[config.mk]
export PLATFORM = sky130hd
export DESIGN_NAME = sound_sched
export DESIGN_NICKNAME = d
export VERILOG_FILES = /design/src/rtl/sound_pkg.sv /design/src/rtl/ms_tick.sv /design/src/rtl/sound_sched.sv
export SDC_FILE = /design/constraint.sdc
export NUM_CORES = 1
export LEC_CHECK = 0
export ABC_AREA = 1
export BUFFER_PORTS_ARGS = -buffer_cell sky130_fd_sc_hd__buf_4
export CAP_MARGIN = 25
export CORE_MARGIN = 2
export CORE_UTILIZATION = 45
export DETAILED_ROUTE_END_ITERATION = 6
export SKIP_LAST_GASP = 1
export SLEW_MARGIN = 5
export SYNTH_ARGS = -nofsm -noshare
export SYNTH_HDL_FRONTEND = slang
export SYNTH_SLANG_ARGS = --single-unit
[constraint.sdc]
create_clock -name clk -period 2.1 [get_ports clk]
set_input_delay 0.21 -clock clk [delete_from_list [all_inputs] [get_ports clk]]
set_output_delay 0.21 -clock clk [all_outputs]
set_load 0.05 [all_outputs]
[src/rtl/sound_pkg.sv]
// sound_pkg: shared state encodings, source indices and counter sizing helpers for sound_sched.
package sound_pkg;
  localparam logic [2:0] ST_IDLE  = 3'd0;
  localparam logic [2:0] ST_ON    = 3'd1;
  localparam logic [2:0] ST_OFF   = 3'd2;
  localparam logic [2:0] ST_GAP   = 3'd3;
  localparam logic [2:0] ST_ALARM = 3'd4;
  localparam logic [1:0] SRC_ALARM = 2'd0;
  localparam logic [1:0] SRC_WALK  = 2'd1;
  localparam logic [1:0] SRC_ACK   = 2'd2;
  function automatic int ms_div(input int clk_frq);
    return clk_frq / 1000;
  endfunction
  function automatic int cnt_w(input int n);
    return n < 2 ? 1 : $clog2(n);
  endfunction
endpackage

[src/rtl/ms_tick.sv]
// ms_tick: millisecond prescaler; restart_i zeroes it so the first tick lands a full period later.
module ms_tick
  import sound_pkg::*;
#(
  parameter int C_DIV = 100_000
) (
  input  logic clk,
  input  logic rstb,
  input  logic restart_i,
  output logic tick_o
);
  localparam int W = cnt_w(C_DIV);
  logic [W-1:0] cnt_q;
  assign tick_o = cnt_q == W'(C_DIV - 1);
  always_ff @(posedge clk)
    if (!rstb || restart_i) cnt_q <= '0;
    else cnt_q <= tick_o ? '0 : cnt_q + W'(1);
endmodule

[src/rtl/sound_sched.sv]
// sound_sched: arbitrates alarm/walk/ack beep requests and drives the tone enable with an on/off cadence.
module sound_sched
  import sound_pkg::*;
#(
  parameter int C_CLK_FRQ = 100_000_000,
  parameter int C_ON_MS   = 200,
  parameter int C_OFF_MS  = 200,
  parameter int C_GAP_MS  = 500,
  parameter int C_NBEEP_1 = 3,
  parameter int C_NBEEP_2 = 1
) (
  input  logic       clk,
  input  logic       rstb,
  input  logic [2:0] req,
  output logic       tone_en,
  output logic [1:0] tone_sel,
  output logic [2:0] grant,
  output logic       busy,
  output logic [2:0] done
);
  localparam int MS_MAX = (C_ON_MS > C_OFF_MS ? (C_ON_MS > C_GAP_MS ? C_ON_MS : C_GAP_MS)
                                              : (C_OFF_MS > C_GAP_MS ? C_OFF_MS : C_GAP_MS));
  localparam int MW = cnt_w(MS_MAX);
  logic [2:0]    state_q, state_d;
  logic [1:0]    src_q, src_d;
  logic [3:0]    nb_q, nb_d;
  logic [MW-1:0] ms_q, ms_d, lim;
  logic [2:0]    req_q, done_d;
  logic [2:1]    pend_q, pend_d, rise, take;
  logic [3:0]    nbeep;
  logic          tick, restart, expired;
  ms_tick #(.C_DIV(ms_div(C_CLK_FRQ))) u_ms_tick (
    .clk      (clk),
    .rstb     (rstb),
    .restart_i(restart),
    .tick_o   (tick)
  );
  assign lim     = state_q == ST_ON ? MW'(C_ON_MS - 1) : state_q == ST_OFF ? MW'(C_OFF_MS - 1) : MW'(C_GAP_MS - 1);
  assign expired = tick && ms_q == lim;
  assign nbeep   = src_q == SRC_WALK ? 4'(C_NBEEP_1) : 4'(C_NBEEP_2);
  assign restart = state_d != state_q;
  assign ms_d    = restart ? '0 : ms_q + MW'(tick);
  assign rise    = req[2:1] & ~req_q[2:1];
  assign take    = {state_q == ST_IDLE && state_d == ST_ON && src_d == SRC_ACK,
                    state_q == ST_IDLE && state_d == ST_ON && src_d == SRC_WALK};
  // a fresh edge wins over the grant-clear so a request landing on the grant cycle is not dropped
  assign pend_d  = rise | (pend_q & ~take);
  always_comb begin
    state_d = state_q;
    src_d   = src_q;
    nb_d    = nb_q;
    done_d  = '0;
    case (state_q)
      ST_IDLE:
        if (req_q[0]) begin
          state_d = ST_ALARM;
          src_d   = SRC_ALARM;
        end else if (pend_q[1] || pend_q[2]) begin
          state_d = ST_ON;
          src_d   = pend_q[1] ? SRC_WALK : SRC_ACK;
          nb_d    = 4'd1;
        end
      ST_ON, ST_OFF:
        if (req_q[0]) begin
          state_d = ST_ALARM;
          src_d   = SRC_ALARM;
        end else if (expired) begin
          state_d = state_q == ST_OFF ? ST_ON : nb_q == nbeep ? ST_GAP : ST_OFF;
          nb_d    = state_q == ST_ON && nb_q != nbeep ? nb_q + 4'd1 : nb_q;
        end
      ST_GAP:
        if (req_q[0] && src_q != SRC_ALARM) begin
          state_d = ST_ALARM;
          src_d   = SRC_ALARM;
        end else if (expired) begin
          state_d = ST_IDLE;
          done_d  = src_q == SRC_ALARM ? 3'b000 : 3'b001 << src_q;
        end
      ST_ALARM: state_d = req_q[0] ? ST_ALARM : ST_GAP;
      default:  state_d = ST_IDLE;
    endcase
  end
  always_ff @(posedge clk)
    if (!rstb) begin
      state_q  <= ST_IDLE;
      src_q    <= SRC_ALARM;
      nb_q     <= '0;
      ms_q     <= '0;
      req_q    <= '0;
      pend_q   <= '0;
      tone_en  <= 1'b0;
      tone_sel <= '0;
      grant    <= '0;
      busy     <= 1'b0;
      done     <= '0;
    end else begin
      state_q  <= state_d;
      src_q    <= src_d;
      nb_q     <= nb_d;
      ms_q     <= ms_d;
      req_q    <= req;
      pend_q   <= pend_d;
      tone_en  <= state_d == ST_ON || state_d == ST_ALARM;
      tone_sel <= state_d == ST_IDLE ? 2'd0 : src_d;
      grant    <= state_d == ST_IDLE ? 3'b000 : 3'b001 << src_d;
      busy     <= state_d != ST_IDLE;
      done     <= done_d;
    end
endmodule

==> results.sh <==
export IMPL_grt_max_degree=16
export IMPL_path_clk_slew_ns=0.09
export IMPL_worstSetupStartpoint="u_ms_tick.cnt_q[0]"
export IMPL_maxCapViolations=0
export IMPL_timing_final_setup_violations=0
export IMPL_core_area_um2=5140
export IMPL_dieWidth_um=77.09
export IMPL_num_antenna_cells=0
export IMPL_critical_path_startpoint_type="flip-flop"
export IMPL_number_of_vias_after_detailed_routing=1968
export IMPL_yosys_register_bits=50
export IMPL_filler_cell_count=512
export IMPL_post_synth_top_area_cell="sky130_fd_sc_hd__dfxtp_1"
export IMPL_max_vdd_ir_drop_v=0.0002981
export IMPL_vias_in_the_first_global_route=1775
export IMPL_timing_critical_path_arrival_ns=2.23
export IMPL_globalRouteOverflowTotal=0
export IMPL_finalHoldViolCount=0
export IMPL_tritoncts_num_sinks=50
export IMPL_numCtsBuffers=5
export IMPL_r2r_setup_slack_ns=0.11
export IMPL_globalRouteTotalUtil_pct=15.75
export IMPL_postLayoutCellArea_um2=2899
export IMPL_synth_warnings=0
export IMPL_power_static_leakage_nw=1.136
export IMPL_power_share_sequential_pct=50.3
export IMPL_endpoint_kind="flip-flop"
export IMPL_antenna_violations_before_repair=0
export IMPL_die_h_um=77.09
export IMPL_synth_top_cell_area_share_pct=41.64
export IMPL_worstPathMaxFanout=4
export IMPL_nNetsFinal=352
export IMPL_gr_met1_demand_resource_pct=20.35
export IMPL_cts_hold_fix_bufs=0
export IMPL_min_path_type="input port to flip-flop"
export IMPL_clk_latency_ns=0.30
export IMPL_holdCritStartpoint="req[0]"
export IMPL_finalWorstPathRequiredPeriod_ns=1.988
export IMPL_globalRouteMet2Util_pct=25.35
export IMPL_grt_pass1_wl_um=7603
export IMPL_avgSynthCellArea_um2=7.778
export IMPL_drcViolationCount=0
export IMPL_ioPinCount=15
export IMPL_post_route_cells_drive_above_1_share_pct=24.71
export IMPL_count_of_unique_library_cells_instantiated_by_yosys=33
export IMPL_drt_first_iter_violations=95
export IMPL_totalPowerFinal_mw=2.035
export IMPL_drt_pre_antenna_iters=4
export IMPL_placement_cell_area_um2=2695
export IMPL_final_replace_weighted_congestion=0.8121
export IMPL_drt_wl_total_um=4432
export IMPL_hold_path_depth=3
export IMPL_start_util_pct=46.76
export IMPL_run_status="finished clean"
export IMPL_reg2reg_to="ms_q[8]"
export IMPL_combinationalPowerShare_pct=19.7
export IMPL_core_rowCount=26
export IMPL_internal_power_mw=1.437
export IMPL_clkPwrFrac_pct=30.1
export IMPL_fmax_mhz=503.0
export IMPL_netlist_instances=309
export IMPL_timing_reg2reg_worst_path_depth=12
export IMPL_post_dp_hpwl_um=3254
export IMPL_clockRootBuffer="sky130_fd_sc_hd__clkbuf_8"
export IMPL_cts_htree_levels=2
export IMPL_path_class="flip-flop to flip-flop"
export IMPL_clock_skew_ns=0.004214
export IMPL_power_switching_share_pct=29.37
export IMPL_layout_area_overhead_vs_synth_pct=20.61
export IMPL_r2r_start="u_ms_tick.cnt_q[0]"
export IMPL_cts_tree="done"
export IMPL_power_net_switching_uw=597.6
export IMPL_clock_tree_buffer_depth=2
export IMPL_synth_yosys_seq_area_share_pct=41.64
export IMPL_routedWlPerCell_um=10.71
export IMPL_pwr_cell_area_nw_per_um2=701.8
export IMPL_avgViaCountPerCell=4.754
export IMPL_drv_slew=0
export IMPL_grt_most_used_layer="met2"
export IMPL_synth_fp_nets=318
export IMPL_finalCritPeriodShare_pct=94.66
export IMPL_dieArea_um2=5942
export IMPL_buffer_ports_inserted=14
export IMPL_drt_antenna_violating_nets=0
export IMPL_grt_util_met3_pct=4.000
export IMPL_worstPathRequired_ns=2.34
export IMPL_synthTopCellsByArea="sky130_fd_sc_hd__dfxtp_1 (42%), sky130_fd_sc_hd__nor2_1 (8.7%), sky130_fd_sc_hd__nand2_1 (7.3%)"
export IMPL_hold_path_end="req_q[0]"
export IMPL_syn_area_um2=2404
## through the flow
step	hold WS (ns)	worst slack (ns)	util, %	TNS [ns]	instances
global route	0.08313	-0.05196	56.40	-0.05413	414
global placement	0.4009	0.08397	52.43	0	404
detailed placement	0.4007	-0.005757	52.43	-0.005757	404
finish	0.09022	0.1120	56.40	0	414
CTS	0.07768	0.009910	54.77	0	413
floorplan	0.3076	0.1679	-	0	309
## cells by family (layout without fill, tap and decap cells)
logic type | after synthesis | count (layout) | share of synthesized area [%]
AOI/OAI and AO/OA | 30 | 30 | 7.340
xor gates and xnor gates | 22 | 22 | 8.016
adders and majority gates | 4 | 4 | 2.082
buffers and inverters | 44 | 79 | 7.548
DFF | 50 | 50 | 41.64
other | 1 | 1 | 0.1560
and+or+nand+nor | 158 | 158 | 33.21
## worst max-delay path by stage
stage,end,slack [ns],cells after the start
after global placement,ms_q[8],0.08,12
after CTS,ms_q[8],0.01,12
final,ms_q[8],0.11,12
after global routing,ms_q[8],-0.05,12
after floorplan,ms_q[8],0.17,12
after detailed placement,ms_q[4],-0.006,12
## area by class of cell
type	instances	area (um2)	share of cell area, %
clock inverters	1	8.758	0.3021
inverters	42	157.7	5.438
flip-flops and latches	50	1006	34.70
repair buffers	29	242.7	8.373
clock buffers	7	96.34	3.323
well taps	70	87.58	3.021
multi-input cells	215	1300	44.84
## critical path, cell delays in order (launching register included)
cell and delay, ns:
sky130_fd_sc_hd__dfxtp_2 0.35, sky130_fd_sc_hd__ha_2 0.20, sky130_fd_sc_hd__nand3_2 0.12, sky130_fd_sc_hd__inv_2 0.12, sky130_fd_sc_hd__nand3_4 0.10, sky130_fd_sc_hd__inv_1 0.08, sky130_fd_sc_hd__ha_2 0.20, sky130_fd_sc_hd__ha_4 0.15
sky130_fd_sc_hd__nand3_2 0.11, sky130_fd_sc_hd__nor3_2 0.22, sky130_fd_sc_hd__xor2_1 0.15, sky130_fd_sc_hd__inv_1 0.05, sky130_fd_sc_hd__nor2_1 0.08
## timing repair
action,in CTS,in global routing
gates resized for setup,2,23
pin swaps,1,6
setup endpoints to repair,4,35
setup buffers,1,1
## flip-flops by register name, indices dropped and copies added, names as in the netlist
register and cells:
state_q 3, grant 3, ms_q 9, tone_en 1, nb_q 4, tone_sel 2, pend_q 2, busy 1
done 3, src_q 2, u_ms_tick.cnt_q 17, req_q 3
## cell usage after synthesis (all sizes together)
master,instances
nor3,9
a22oi,1
nor2,70
conb,1
inv,42
xor2,17
nor4b,1
o31ai,1
nand3,23
a21oi,9
o211ai,2
nand2,50
a31oi,1
clkbuf,1
dfxtp,50
nor4,1
a21boi,1
buf,1
a211oi,1
nand4,4
ha,4
o21ai,12
o22ai,2
xnor2,5
## routing by layer
layer	share of wire, %	routed length, um
met5	0	0
met3	3.2	141
met2	45	1982
met4	1.4	64
met1	51	2243
## power groups by stage
stage               combinational (mW)  clock, mW  sequential [mW]
CTS                              0.396      0.638             1.02
global placement                 0.388          0             1.04
detailed placement               0.389          0             1.04
global route                     0.446      0.673             1.03
floorplan                        0.222          0             1.09
finish                           0.400      0.612             1.02
## cells in the final DEF (no fill, tap or decap), types with 5 or more instances in the layout
cell type	synthesis	routed
sky130_fd_sc_hd__buf_4	0	27
sky130_fd_sc_hd__nand3_1	18	13
sky130_fd_sc_hd__nand3_2	3	7
sky130_fd_sc_hd__nor2_4	13	14
sky130_fd_sc_hd__dfxtp_1	50	46
sky130_fd_sc_hd__nand2_1	47	45
sky130_fd_sc_hd__clkbuf_8	0	7
sky130_fd_sc_hd__nand2_2	3	5
sky130_fd_sc_hd__xor2_1	17	17
sky130_fd_sc_hd__inv_1	40	38
sky130_fd_sc_hd__nor3_1	9	8
sky130_fd_sc_hd__xnor2_1	5	5
sky130_fd_sc_hd__a21oi_1	8	8
sky130_fd_sc_hd__nor2_1	56	52
sky130_fd_sc_hd__o21ai_0	8	8
(Power assumes the default switching activity.)
